`config.mk`:
```
export PLATFORM = sky130hd
export DESIGN_NAME = imem_loader
export DESIGN_NICKNAME = d
export VERILOG_FILES = /design/src/rtl/imem_loader.sv
export SDC_FILE = /design/constraint.sdc
export NUM_CORES = 1
export LEC_CHECK = 0
export CORE_ASPECT_RATIO = 1.2
export CORE_MARGIN = 4
export CORE_UTILIZATION = 30
export CTS_CLUSTER_SIZE = 24
export DETAILED_ROUTE_END_ITERATION = 16
export SLEW_MARGIN = 20
export SYNTH_ARGS = -nofsm -noshare
export SYNTH_HDL_FRONTEND = slang
export SYNTH_SLANG_ARGS = --single-unit
```
`constraint.sdc`:
```
create_clock -name clk -period 1.9 [get_ports clk]
set_input_delay 0.19 -clock clk [delete_from_list [all_inputs] [get_ports clk]]
set_output_delay 0.19 -clock clk [all_outputs]
set_load 0.05 [all_outputs]
```
`src/rtl/imem_loader.sv`:
```
// Boot-time loader: assembles a little-endian byte stream into 32-bit words, writes them to
// instruction memory and holds the core in reset until the halt word lands. Optional macro: IMEM_LOADER_CHECKSUM_EN.
module imem_loader #(
  parameter int DEPTH  = 32,
  parameter int ADDR_W = 5
) (
  input  logic              clk,
  input  logic              rst,
  input  logic              start,
  input  logic [7:0]        rx_data,
  input  logic              rx_valid,
  output logic              rx_ready,
  output logic              wr_en,
  output logic [31:0]       wr_addr,
  output logic [31:0]       wr_data,
  output logic              core_rst,
  output logic              done,
  output logic              err,
  output logic [ADDR_W:0]   word_count
);

  localparam logic [31:0] HALT_WORD = 32'h0000_007F;

`ifdef IMEM_LOADER_CHECKSUM_EN
  typedef enum logic [2:0] {S_IDLE, S_RECV, S_WRITE, S_DONE, S_ERR, S_CSUM} state_t;
`else
  typedef enum logic [2:0] {S_IDLE, S_RECV, S_WRITE, S_DONE, S_ERR} state_t;
`endif

  state_t            state_q, state_d;
  logic [1:0]        byte_idx_q, byte_idx_d;
  logic [31:0]       word_q, word_d;
  logic [7:0]        csum_q, csum_d;
  logic [ADDR_W:0]   word_count_q, word_count_d;
  logic              rx_ready_q, rx_ready_d;
  logic              wr_en_q, wr_en_d;
  logic [31:0]       wr_addr_q, wr_addr_d;
  logic [31:0]       wr_data_q, wr_data_d;
  logic              core_rst_q, core_rst_d;
  logic              done_q, done_d;
  logic              err_q, err_d;

  logic              hs;
  logic [31:0]       word_asm;
  logic [ADDR_W:0]   word_count_inc;

  assign hs             = rx_valid & rx_ready_q;
  assign word_count_inc = word_count_q + {{ADDR_W{1'b0}}, 1'b1};

  // Each byte lane captures rx_data only on the handshake that targets it.
  for (genvar gi = 0; gi < 4; gi++) begin : g_lane
    assign word_asm[8*gi +: 8] = (hs && (byte_idx_q == 2'(gi))) ? rx_data : word_q[8*gi +: 8];
  end

  always_comb begin
    state_d      = state_q;
    byte_idx_d   = byte_idx_q;
    word_d       = word_q;
    csum_d       = csum_q;
    word_count_d = word_count_q;
    rx_ready_d   = rx_ready_q;
    wr_en_d      = 1'b0;
    wr_addr_d    = wr_addr_q;
    wr_data_d    = wr_data_q;
    core_rst_d   = core_rst_q;
    done_d       = done_q;
    err_d        = err_q;

    case (state_q)
      S_IDLE, S_DONE, S_ERR: begin
        if (start) begin
          state_d      = S_RECV;
          rx_ready_d   = 1'b1;
          core_rst_d   = 1'b1;
          done_d       = 1'b0;
          err_d        = 1'b0;
          word_count_d = '0;
          byte_idx_d   = 2'd0;
          csum_d       = 8'h00;
        end
      end
      S_RECV: begin
        if (hs) begin
          word_d = word_asm;
          csum_d = csum_q ^ rx_data;
          if (byte_idx_q == 2'd3) begin
            state_d    = S_WRITE;
            byte_idx_d = 2'd0;
            rx_ready_d = 1'b0;
            wr_en_d    = 1'b1;
            // Index is below DEPTH here, so the shifted address never wraps.
            wr_addr_d  = {{(30-ADDR_W){1'b0}}, word_count_q[ADDR_W-1:0], 2'b00};
            wr_data_d  = word_asm;
          end else begin
            byte_idx_d = byte_idx_q + 2'd1;
          end
        end
      end
      S_WRITE: begin
        word_count_d = word_count_inc;
        if (wr_data_q == HALT_WORD) begin
`ifdef IMEM_LOADER_CHECKSUM_EN
          state_d    = S_CSUM;
          rx_ready_d = 1'b1;
`else
          state_d    = S_DONE;
          done_d     = 1'b1;
          core_rst_d = 1'b0;
`endif
        end else if (word_count_inc == (ADDR_W+1)'(DEPTH)) begin
          state_d = S_ERR;
          err_d   = 1'b1;
        end else begin
          state_d    = S_RECV;
          rx_ready_d = 1'b1;
        end
      end
`ifdef IMEM_LOADER_CHECKSUM_EN
      S_CSUM: begin
        if (hs) begin
          rx_ready_d = 1'b0;
          if (rx_data == csum_q) begin
            state_d    = S_DONE;
            done_d     = 1'b1;
            core_rst_d = 1'b0;
          end else begin
            state_d = S_ERR;
            err_d   = 1'b1;
          end
        end
      end
`endif
      default: state_d = S_IDLE;
    endcase
  end

  always_ff @(posedge clk) begin
    if (rst) begin
      state_q      <= S_IDLE;
      byte_idx_q   <= 2'd0;
      word_q       <= 32'h0;
      csum_q       <= 8'h00;
      word_count_q <= '0;
      rx_ready_q   <= 1'b0;
      wr_en_q      <= 1'b0;
      wr_addr_q    <= 32'h0;
      wr_data_q    <= 32'h0;
      core_rst_q   <= 1'b1;
      done_q       <= 1'b0;
      err_q        <= 1'b0;
    end else begin
      state_q      <= state_d;
      byte_idx_q   <= byte_idx_d;
      word_q       <= word_d;
      csum_q       <= csum_d;
      word_count_q <= word_count_d;
      rx_ready_q   <= rx_ready_d;
      wr_en_q      <= wr_en_d;
      wr_addr_q    <= wr_addr_d;
      wr_data_q    <= wr_data_d;
      core_rst_q   <= core_rst_d;
      done_q       <= done_d;
      err_q        <= err_d;
    end
  end

  assign rx_ready   = rx_ready_q;
  assign wr_en      = wr_en_q;
  assign wr_addr    = wr_addr_q;
  assign wr_data    = wr_data_q;
  assign core_rst   = core_rst_q;
  assign done       = done_q;
  assign err        = err_q;
  assign word_count = word_count_q;

endmodule

```
==> results of run 1 <==
-- what timing repair did --
action | CTS | global route
resized for setup | 2 | 11
endpoints found under the setup margin | 3 | 6
pin swaps | 0 | 5
-- worst max-delay path: stages, from the launching register on --
cell                      delay (ns)
sky130_fd_sc_hd__dfxtp_1        0.35
sky130_fd_sc_hd__nor4_4         0.27
sky130_fd_sc_hd__nand2_1        0.13
sky130_fd_sc_hd__or4_4          0.58
sky130_fd_sc_hd__or2_4          0.26
sky130_fd_sc_hd__a21o_1         0.15
-- through the flow --
stage               utilization, %  std cells  total power, W  setup TNS, ns  hold WS (ns)
floorplan                        -        427         0.00196       -0.00532         0.318
global placement              37.7        613         0.00203         -0.130         0.447
detailed placement            37.7        613         0.00203         -0.188         0.450
CTS                           40.4        628         0.00380              0         0.270
global route                  41.0        628         0.00390      -0.000733         0.287
finish                        41.0        628         0.00377              0         0.274
-- state kept, by name, indices dropped and copies added, names as in the netlist --
signal,count
word_count,6
word_q,24
core_rst,1
state_q,3
done,1
wr_addr,5
wr_data,32
wr_en,1
rx_ready,1
byte_idx_q,2
err,1
-- path summary, 6_finish.rpt --
path                     from          to  slack, ns
setup / recovery  wr_data[12]    core_rst       0.07
setup reg to reg  wr_data[12]    core_rst       0.07
hold / removal            rst  word_q[10]       0.27
hold reg to reg    wr_addr[3]  wr_addr[3]       0.46
-- report_power, final --
part           switching, W  internal, W  total (W)
clock network      0.000629      0.00114    0.00177
registers         0.0000175      0.00163    0.00164
logic              0.000260    0.0000931   0.000353
-- placed cells by master (no fill, tap or decap), types with 2 or more instances in the layout --
master and instances:
sky130_fd_sc_hd__nand2b_1 4, sky130_fd_sc_hd__nand2_1 39, sky130_fd_sc_hd__dfxtp_1 60, sky130_fd_sc_hd__clkdlybuf4s50_1 56
sky130_fd_sc_hd__o221ai_1 2, sky130_fd_sc_hd__nor3_1 3, sky130_fd_sc_hd__a211oi_1 26, sky130_fd_sc_hd__nand4_1 4
sky130_fd_sc_hd__and3_1 2, sky130_fd_sc_hd__clkbuf_1 2, sky130_fd_sc_hd__nor4_2 2, sky130_fd_sc_hd__a31oi_1 3
sky130_fd_sc_hd__nand3b_1 3, sky130_fd_sc_hd__nor2_2 3, sky130_fd_sc_hd__conb_1 27, sky130_fd_sc_hd__a22oi_1 2
sky130_fd_sc_hd__ha_1 5, sky130_fd_sc_hd__nand3_1 6, sky130_fd_sc_hd__inv_1 3, sky130_fd_sc_hd__nor2_1 61
sky130_fd_sc_hd__buf_4 18, sky130_fd_sc_hd__o21ai_0 6, sky130_fd_sc_hd__a21oi_1 25, sky130_fd_sc_hd__buf_12 5
sky130_fd_sc_hd__nor2b_1 2, sky130_fd_sc_hd__dfxtp_2 17, sky130_fd_sc_hd__clkbuf_16 9, sky130_fd_sc_hd__nor4_4 4
sky130_fd_sc_hd__mux2i_1 48, sky130_fd_sc_hd__bufinv_16 2, sky130_fd_sc_hd__nand4b_1 2, sky130_fd_sc_hd__a21o_1 2
-- cells by family after synthesis --
logic type / synth area share, %
AND/OR/NAND/NOR: 18.8
flip-flops: 43.5
AO/OA/AOI/OAI: 12.8
buffers and inverters: 8.98
multiplexers: 13.6
adder cells (fa/ha/maj): 2.12
other: 0.106
-- layer usage --
layer  vias to the layer above  global-route usage (%)  routed length, um
met4                         0                    3.61                 78
li1                       1478                       -                  -
met2                        66                    22.1               4390
met5                         -                       0                  0
met1                      1385                    16.6               3920
met3                         8                    2.83                367
-- cell usage after synthesis, types with 2 or more instances --
cell                       number
sky130_fd_sc_hd__nand4b_1       2
sky130_fd_sc_hd__o21ai_0        6
sky130_fd_sc_hd__nor2b_1        2
sky130_fd_sc_hd__buf_4         27
sky130_fd_sc_hd__buf_2          8
sky130_fd_sc_hd__nor3_1         3
sky130_fd_sc_hd__a22oi_1        2
sky130_fd_sc_hd__mux2i_1       48
sky130_fd_sc_hd__nor4_1         6
sky130_fd_sc_hd__and2_1         2
sky130_fd_sc_hd__nand3_1        6
sky130_fd_sc_hd__and3_1         2
sky130_fd_sc_hd__inv_1          3
sky130_fd_sc_hd__dfxtp_1       77
sky130_fd_sc_hd__o221ai_1       2
sky130_fd_sc_hd__nand4_1        4
sky130_fd_sc_hd__a21o_1         2
sky130_fd_sc_hd__a31oi_1        3
sky130_fd_sc_hd__clkbuf_1      17
sky130_fd_sc_hd__nor2_1        61
sky130_fd_sc_hd__ha_1           6
sky130_fd_sc_hd__nand3b_1       3
sky130_fd_sc_hd__a211oi_1      26
sky130_fd_sc_hd__nor2_2         3
sky130_fd_sc_hd__nand2_1       39
sky130_fd_sc_hd__nand2b_1       4
sky130_fd_sc_hd__a21oi_1       25
-- final cells by class --
class	instances	area, um^2
timing repair buffer	81	813
inverter	3	11.3
clock inverter	4	73.8
multi-input combinational	295	1850
fill	1142	6830
clock buffer	11	233
tap	157	196
sequential	77	1560
==> reports/results.txt, run 1 <==
Status: finished, final reports clean
Top_reg_cell synth: sky130_fd_sc_hd__dfxtp_1
Iter 0 DRT Violations: 162
Drt first pass iters: 4
Overall fraction of global-route tracks in use: 13.0%
Final routed DRC violation total: 0
Total of buffers placed on input and output ports: 59
Clock Root Buffer: sky130_fd_sc_hd__clkbuf_16
Count of boundary I/O pins: 87
Flip-flop and latch count after synthesis: 77
Crit path time final: 1.83 ns
WHS Path Cells: 2
Final number of hold-violating endpoints: 0
Final worst-path setup slack: 0.0743 ns
Area of the placeable core: 11,600 um^2
Chip Height: 127 um
Antenna fix cells: 0
Part of the Yosys area used for sequential elements: 43.5%
H-tree depth reported by CTS: 3
Reg2Reg Depth: 5
Routed Antenna Nets: 0
Largest vdd supply drop: 0.000456 V
Dpl ws: -0.0848 ns
Starting density of the core: 30.6%
WL/cell: 13.9 um
CP max FO: 4
Measured slew at the worst slew-check pin: 0.517 ns
HPWL after detailed placement: 6.39 mm
Row Count: 43
Placed cell areas: 4360 um^2
Distinct cell type count after synthesis: 39
WP data required: 2.13 ns
TritonCTS sink count: 77
CTS Buf Count: 9
Total number of yosys warnings: 0
Final Cell Area: 4740 um^2
Total via count in the routed design: 2,937
Post-Syn Area: 3540 um^2
TritonCTS clock tree: built
DIE AREA: 13,600 um^2
Fmax: 548 MHz
Largest net degree at the start of global routing: 37
Number of nets in the finished design: 485
Vias/cell: 4.68
Clk Latency, worst-skew pair: 0.33 ns
Cell count after synthesis: 401
Element type at the critical path end: flop
Final Slew Violations: 0
Gpl congestion: 0.753
Initial antenna violation count: 0
Layout Area Growth over Synthesis: 33.9%
Launching element type of the critical path: flop
Number of global-route vias before repair: 2,838
Longest Clk Path Bufs: 2
Power per unit of standard cell area: 796 nW/um^2
Maximum capacitance violations: 0
Fraction of final layout cells sized beyond drive strength 1: 14.6%
Clock transition at path regs: 0.06 ns
Cell types occupying the most area after synthesis: sky130_fd_sc_hd__dfxtp_1, sky130_fd_sc_hd__mux2i_1, sky130_fd_sc_hd__nor2_1
Final Cycle Share: 96.1%
Post-synth top area share: 43.5%
FFs w/ async S/R, synth: 0%
Total wirelength of the detailed-routed design: 8.76 mm
Die Wd: 107 um
Type of the tightest min-delay check: in2reg
Post-CTS Setup Repair Bufs: 0
Number of hold-repair buffers added at the cts stage: 0
Total overflow reported by the global router: 0
Leakage: 1.82 nW
Wire length of the first global-routing pass: 14.2 mm
Worst slew slack as a fraction of its limit: 65.4%
Type of the worst setup path: reg2reg
Largest area contributor in the synthesized netlist: sky130_fd_sc_hd__dfxtp_1
Mean Syn Cell Area: 8.83 um^2
Max Clock Skew: 0.00693 ns
Final setup violation count: 0
Number of flops mapped to enable cells by yosys: 0
Critical Path AT: 2.05 ns
No activity file was read; power rests on OpenSTA's default activity.
==> inputs of run 2 (changes only) <==
--- a/config.mk
+++ b/config.mk
@@ -6,7 +6,7 @@
 export NUM_CORES = 1
 export LEC_CHECK = 0
 export CORE_ASPECT_RATIO = 1.2
-export CORE_MARGIN = 4
+export CORE_MARGIN = 3
 export CORE_UTILIZATION = 30
 export CTS_CLUSTER_SIZE = 24
 export DETAILED_ROUTE_END_ITERATION = 16
==> run 2 against run 1 <==
Compared with the run above: power is 2.0% higher; cell area grew 0.69%; critical path type unchanged; register-to-register slack got worse by 0.02 ns; wire length rose by 1.4%; sequential share of layout area decreased by 0.20 points; first-iteration DRC count down 20%.
==> reports/results.txt, run 2 (same netlist as run 1, synthesis figures left out) <==
Status: finished, final reports clean
Total overflow reported by the global router: 0 (unchanged)
Vias/cell: 4.73 (+1.0%)
Grt met3 use: 3.04% (+0.21 points)
WL/cell: 14.1 um (+1.1%)
Total of buffers placed on input and output ports: 59 (unchanged)
Total wirelength of the detailed-routed design: 8.88 mm (+1.4%)
GRT Max-Usage Layer: met2
Worst slew slack as a fraction of its limit: 64.4% (-1.1 points)
Area of the placeable core: 11,300 um^2 (-2.3%)
CTS Buf Count: 9 (unchanged)
Slowest CP cell: sky130_fd_sc_hd__or4_4
Longest Clk Path Bufs: 2 (unchanged)
Total via count in the routed design: 2,977 (+1.4%)
Type of the worst setup path: reg2reg
Most frequent cells in the layout: sky130_fd_sc_hd__nor2_1, sky130_fd_sc_hd__dfxtp_1, sky130_fd_sc_hd__clkdlybuf4s50_1
Final Cycle Share: 97.4% (+1.3 points)
TritonCTS clock tree: built
Fraction of final layout cells sized beyond drive strength 1: 15.3% (+0.69 points)
M2 GR Usage: 22.3% (+0.12 points)
Gpl congestion: 0.777 (+3.1%)
CP max FO: 3 (-1)
Clock Root Buffer: sky130_fd_sc_hd__clkbuf_16
Initial antenna violation count: 0 (unchanged)
Critical Path AT: 2.09 ns (+0.04 ns)
Largest vdd supply drop: 0.000471 V (+3.3%)
HPWL after detailed placement: 6.40 mm (about the same)
Iter 0 DRT Violations: 130 (-20%)
Power per unit of standard cell area: 806 nW/um^2 (+1.3%)
Number of nets in the finished design: 489 (+0.82%)
Chain of cells forming the critical path: nor4_4 -> nand2_2 -> or4_4 -> or2_4 -> a211oi_2
Element type at the critical path end: flop
Number of global-route vias before repair: 2,828 (-0.35%)
Final setup violation count: 0 (unchanged)
Count of boundary I/O pins: 87 (unchanged)
DIE AREA: 13,100 um^2 (-3.4%)
Antenna fix cells: 0 (unchanged)
Layout Area Growth over Synthesis: 34.8%
Chip Height: 125 um (-1.6%)
Final number of hold-violating endpoints: 0 (unchanged)
Clock transition at path regs: 0.06 ns (about the same)
Wire length of the first global-routing pass: 14.3 mm (+1.2%)
Number of hold-repair buffers added at the cts stage: 0 (unchanged)
Type of the tightest min-delay check: in2reg
Final core area utilization: 42.2% (+1.3 points)
Drt first pass iters: 4 (unchanged)
Launching element type of the critical path: flop
Maximum capacitance violations: 0 (unchanged)
H-tree depth reported by CTS: 3 (unchanged)
Leakage: 1.84 nW (+1.3%)
Overall fraction of global-route tracks in use: 13.5% (+0.50 points)
Biggest cell delay along the critical path: 0.56 ns (-0.02 ns)
WP data required: 2.14 ns (about the same)
TritonCTS sink count: 77 (unchanged)
Die Wd: 105 um (-1.9%)
Fmax: 541 MHz (-1.3%)
Final Slew Violations: 0 (unchanged)
Row Count: 42 (-2.3%)
Unrepaired setup endpoints after global routing: yes
Max reg flops: 32 (unchanged)
Starting density of the core: 31.3% (+0.73 points)
Largest net degree at the start of global routing: 34 (-8.1%)
Routed Antenna Nets: 0 (unchanged)
Crit path time final: 1.85 ns (+0.0243 ns)
Measured slew at the worst slew-check pin: 0.533 ns (+0.0157 ns)
Final routed DRC violation total: 0 (unchanged)
GR Layer Usage met1: 17.2% (+0.59 points)
Total negative setup slack: 0 ns (unchanged)
Max Clock Skew: 0.00378 ns (-0.00315 ns)
Clk Latency, worst-skew pair: 0.33 ns (about the same)
## run 2: cell count changes in the layout (fill, tap and decap cells not counted), sizes merged
cell | previous run | this run
buf | 24 | 28
clkbuf | 11 | 12
## run 2: worst max-delay path: cells and delay by family (launching register included)
family	cells	cell delay (ns)
and+or+nand+nor	4	1.23
AOI/OAI and AO/OA	1	0.19
DFF	1	0.33
## run 2: area by class of cell
class,count,area (um^2)
Inverter,3,11.3
Multi-Input combinational cell,295,1830
Fill cell,1129,6530
Clock buffer,12,256
Timing Repair Buffer,85,847
Tap cell,154,193
Clock inverter,4,70.1
Sequential cell,77,1560
## run 2: stage by stage
stage | power [W] | instance area (um^2) | hold slack, ns | worst slack, ns | instances
after floorplan | 0.00196 | 3660 | 0.318 | -0.00532 | 427
after global placement | 0.00203 | 4370 | 0.445 | -0.144 | 612
after detailed placement | 0.00203 | 4370 | 0.454 | -0.151 | 612
after CTS | 0.00388 | 4760 | 0.244 | 0.000262 | 630
after global routing | 0.00399 | 4770 | 0.270 | -0.0126 | 630
final | 0.00385 | 4770 | 0.265 | 0.0500 | 630
## run 2: path summary, 6_finish.rpt
path / from / to / slack (ns) / cells past startpoint
setup / recovery: wr_data[11] / state_q[1] / 0.05 / 5
hold / removal: rst / word_count[0] / 0.27 / 2
setup reg to reg: wr_data[11] / state_q[1] / 0.05 / 5
hold reg to reg: err / err / 0.45 / 2
## run 2: routing by layer
metal / share of wire, % / wire length (um) / vias to the layer above
met3: 4.3 / 379 / 15
met4: 1.9 / 168 / 0
li1: - / - / 1489
met1: 45 / 4030 / 1401
met2: 48 / 4300 / 72
met5: 0 / 0 / -
## run 2: repair_timing
action                                  in CTS  in global routing
endpoints found under the hold margin        0                  0
pin swaps                                    5                  1
gates resized for setup                      8                  4
endpoints found under the setup margin       5                  4
buffers inserted                             2                  0
gates cloned                                 0                  0
## run 2: report_power, final
group	internal [W]	total (W)	leakage, nW	switching [W]
logic	0.0000932	0.000355	1.05	0.000262
registers	0.00163	0.00164	0.629	0.0000177
clock network	0.00122	0.00185	0.163	0.000630
total	0.00294	0.00385	1.84	0.000910
==> inputs of run 3 (changes only) <==
--- a/config.mk
+++ b/config.mk
@@ -14,3 +14,4 @@
 export SYNTH_ARGS = -nofsm -noshare
 export SYNTH_HDL_FRONTEND = slang
 export SYNTH_SLANG_ARGS = --single-unit
+export TNS_END_PERCENT = 30
==> run 3 against run 2 <==
Compared with the run above: worst hold slack improved by 0.042 ns; clock power fell by 3%; non-clock buffer count rose by 4; combinational power fell by 2%; final cell count rose by 0.63%; sequential share of layout area fell by 0.23 points; clock skew rose by 0.00059 ns; setup slack improved by 0.033 ns; critical path type unchanged; highest routed layer unchanged.
==> reports/results.txt, run 3 (same netlist as run 1, synthesis figures left out) <==
Status: finished, final reports clean
Gpl congestion: 0.779 (+0.23%)
Combinational Power Share: 9.2% (about the same)
Top delay family on crit path: simple AND/OR/NAND/NOR gates
Commonest non-fill, non-tap cell in the layout: sky130_fd_sc_hd__dfxtp_1
Worst slew slack as a fraction of its limit: 64.8% (+0.45 points)
Clock transition at path regs: 0.06 ns (about the same)
Final setup violation count: 0 (unchanged)
Layout Area Growth over Synthesis: 35.2%
HPWL after detailed placement: 6.42 mm (+0.26%)
Placed cell areas: 4430 um^2 (+1.3%)
Most frequent cells in the layout: sky130_fd_sc_hd__dfxtp_1, sky130_fd_sc_hd__nor2_1, sky130_fd_sc_hd__clkdlybuf4s50_1
Cell-internal power: 0.00287 W (-2.4%)
Slowest CP cell: sky130_fd_sc_hd__or4_4
Sequential power share: 43.3% (+0.6 points)
Final routed DRC violation total: 0 (unchanged)
TritonCTS clock tree: built
Drt first pass iters: 4 (unchanged)
Biggest cell delay along the critical path: 0.56 ns (about the same)
Max Clock Skew: 0.00437 ns (+0.000586 ns)
Reg2reg end: core_rst
Clock share of power: 47.5% (-0.5 points)
Total overflow reported by the global router: 0 (unchanged)
Chain of cells forming the critical path: nor4_2 -> nand2_2 -> or4_4 -> or2_4 -> a21o_1
Critical path depth: 5 (unchanged)
Hold path startpoint: rst
Element type at the critical path end: flop
Longest Clk Path Bufs: 2 (unchanged)
DIE AREA: 13,100 um^2 (unchanged)
CP max FO: 3 (unchanged)
Worst-case hold path end point: word_q[15]
Chip Height: 125 um (unchanged)
Reg2Reg Depth: 5 (unchanged)
Leakage: 1.82 nW (-0.94%)
Fmax: 550 MHz (+1.8%)
Final Slew Violations: 0 (unchanged)
Iter 0 DRT Violations: 139 (+6.9%)
Final Cycle Share: 95.6% (-1.8 points)
Number of nets in the finished design: 493 (+0.82%)
Overall fraction of global-route tracks in use: 13.4% (-0.097 points)
Wire length of the first global-routing pass: 14.0 mm (-2.1%)
WL/cell: 13.9 um (-1.3%)
Largest net degree at the start of global routing: 36 (+5.9%)
Type of the tightest min-delay check: in2reg
Total power draw: 0.00379 W (-1.5%)
Unrepaired setup endpoints after global routing: yes
Antenna fix cells: 0 (unchanged)
Starting density of the core: 31.3% (unchanged)
Die Wd: 105 um (unchanged)
Final number of hold-violating endpoints: 0 (unchanged)
TritonCTS sink count: 77 (unchanged)
Power per unit of standard cell area: 792 nW/um^2 (-1.8%)
Clk Latency, worst-skew pair: 0.33 ns (about the same)
Worst flop-to-flop path startpoint: wr_data[14]
Count of fill cells added during filler insertion: 1,124 (-0.44%)
Type of the worst setup path: reg2reg
Crit path time final: 1.82 ns (-0.0333 ns)
Switching power total: 0.000923 W (+1.4%)
Number of global-route vias before repair: 2,795 (-1.2%)
WP data required: 2.13 ns (about the same)
Area of the placeable core: 11,300 um^2 (unchanged)
Critical Path AT: 2.04 ns (-0.05 ns)
Buf+Inv Stages, Crit Path: 0 (unchanged)
Count of boundary I/O pins: 87 (unchanged)
H-tree depth reported by CTS: 3 (unchanged)
Number of hold-repair buffers added at the cts stage: 0 (unchanged)
Total of buffers placed on input and output ports: 59 (unchanged)
Fraction of final layout cells sized beyond drive strength 1: 14.4% (-0.96 points)
Maximum capacitance violations: 0 (unchanged)
Initial antenna violation count: 0 (unchanged)
Sw Ratio: 24.4% (+0.70 points)
Launching element type of the critical path: flop
WHS Path Cells: 2 (unchanged)
Measured slew at the worst slew-check pin: 0.526 ns (-0.00677 ns)
CTS Buf Count: 9 (unchanged)
Worst reg-to-reg setup slack: 0.08 ns (+0.03 ns)
Row Count: 42 (unchanged)
Final Cell Area: 4780 um^2 (+0.29%)
Largest vdd supply drop: 0.000510 V (+8.3%)
Vias/cell: 4.66 (-1.4%)
Total wirelength of the detailed-routed design: 8.82 mm (-0.65%)
Clock Root Buffer: sky130_fd_sc_hd__clkbuf_16
Max reg flops: 32 (unchanged)
Total via count in the routed design: 2,953 (-0.81%)
Routed Antenna Nets: 0 (unchanged)
run 3: how the worst max path moves through the flow:
stage | to | slack, ns | from
2_1_floorplan | core_rst | -0.05 | wr_data[25]
3_3_place_gp | core_rst | -0.04 | wr_data[26]
3_5_place_dp | wr_data[17] | -0.03 | rx_valid
4_1_cts | core_rst | 0.04 | wr_data[26]
5_1_grt | state_q[1] | 0.0005 | wr_data[11]
6_report | core_rst | 0.08 | wr_data[14]
run 3: cell type report:
| cell class | instances | area, um^2 | area share, % |
|---|---|---|---|
| multi-input cells | 295 | 1820 | 38.0 |
| well taps | 154 | 193 | 4.03 |
| inverters | 3 | 11.3 | 0.235 |
| clock inverters | 4 | 72.6 | 1.52 |
| repair buffers | 89 | 896 | 18.7 |
| flip-flops and latches | 77 | 1560 | 32.6 |
| clock buffers | 12 | 236 | 4.94 |
run 3: worst reg2reg max path: stages, from the launching register on:
cell and delay, ns:
sky130_fd_sc_hd__dfxtp_2 0.33, sky130_fd_sc_hd__nor4_2 0.30, sky130_fd_sc_hd__nand2_2 0.10, sky130_fd_sc_hd__or4_4 0.56
sky130_fd_sc_hd__or2_4 0.26, sky130_fd_sc_hd__a21o_1 0.15
run 3: stage by stage:
step	hold slack, ns	setup slack, ns	utilization (%)	std cells	setup TNS (ns)
after floorplan	0.326	-0.0492	-	427	-0.0765
after global placement	0.444	-0.0350	39.2	618	-0.0465
after detailed placement	0.448	-0.0271	39.2	618	-0.0623
after CTS	0.296	0.0410	42.0	634	0
after global routing	0.310	0.000469	42.3	634	0
final	0.307	0.0833	42.3	634	0
run 3: power groups by stage:
stage	clock, W	combinational [W]	sequential [W]
global placement	0	0.000344	0.00168
detailed placement	0	0.000347	0.00168
floorplan	0	0.000277	0.00169
CTS	0.00184	0.000349	0.00164
finish	0.00180	0.000349	0.00164
global route	0.00192	0.000374	0.00164
run 3: what timing repair did:
action,in CTS,in global routing
setup buffers,0,0
gates resized for setup,1,13
endpoints found under the setup margin,2,5
pin swaps,0,6
run 3: metal layers:
metal	global-route usage, %	wire length [um]	vias to the layer above
met4	5.10	134	0
met3	3.87	371	13
li1	-	-	1493
met1	16.2	3910	1377
met5	0	0	-
met2	22.6	4410	70
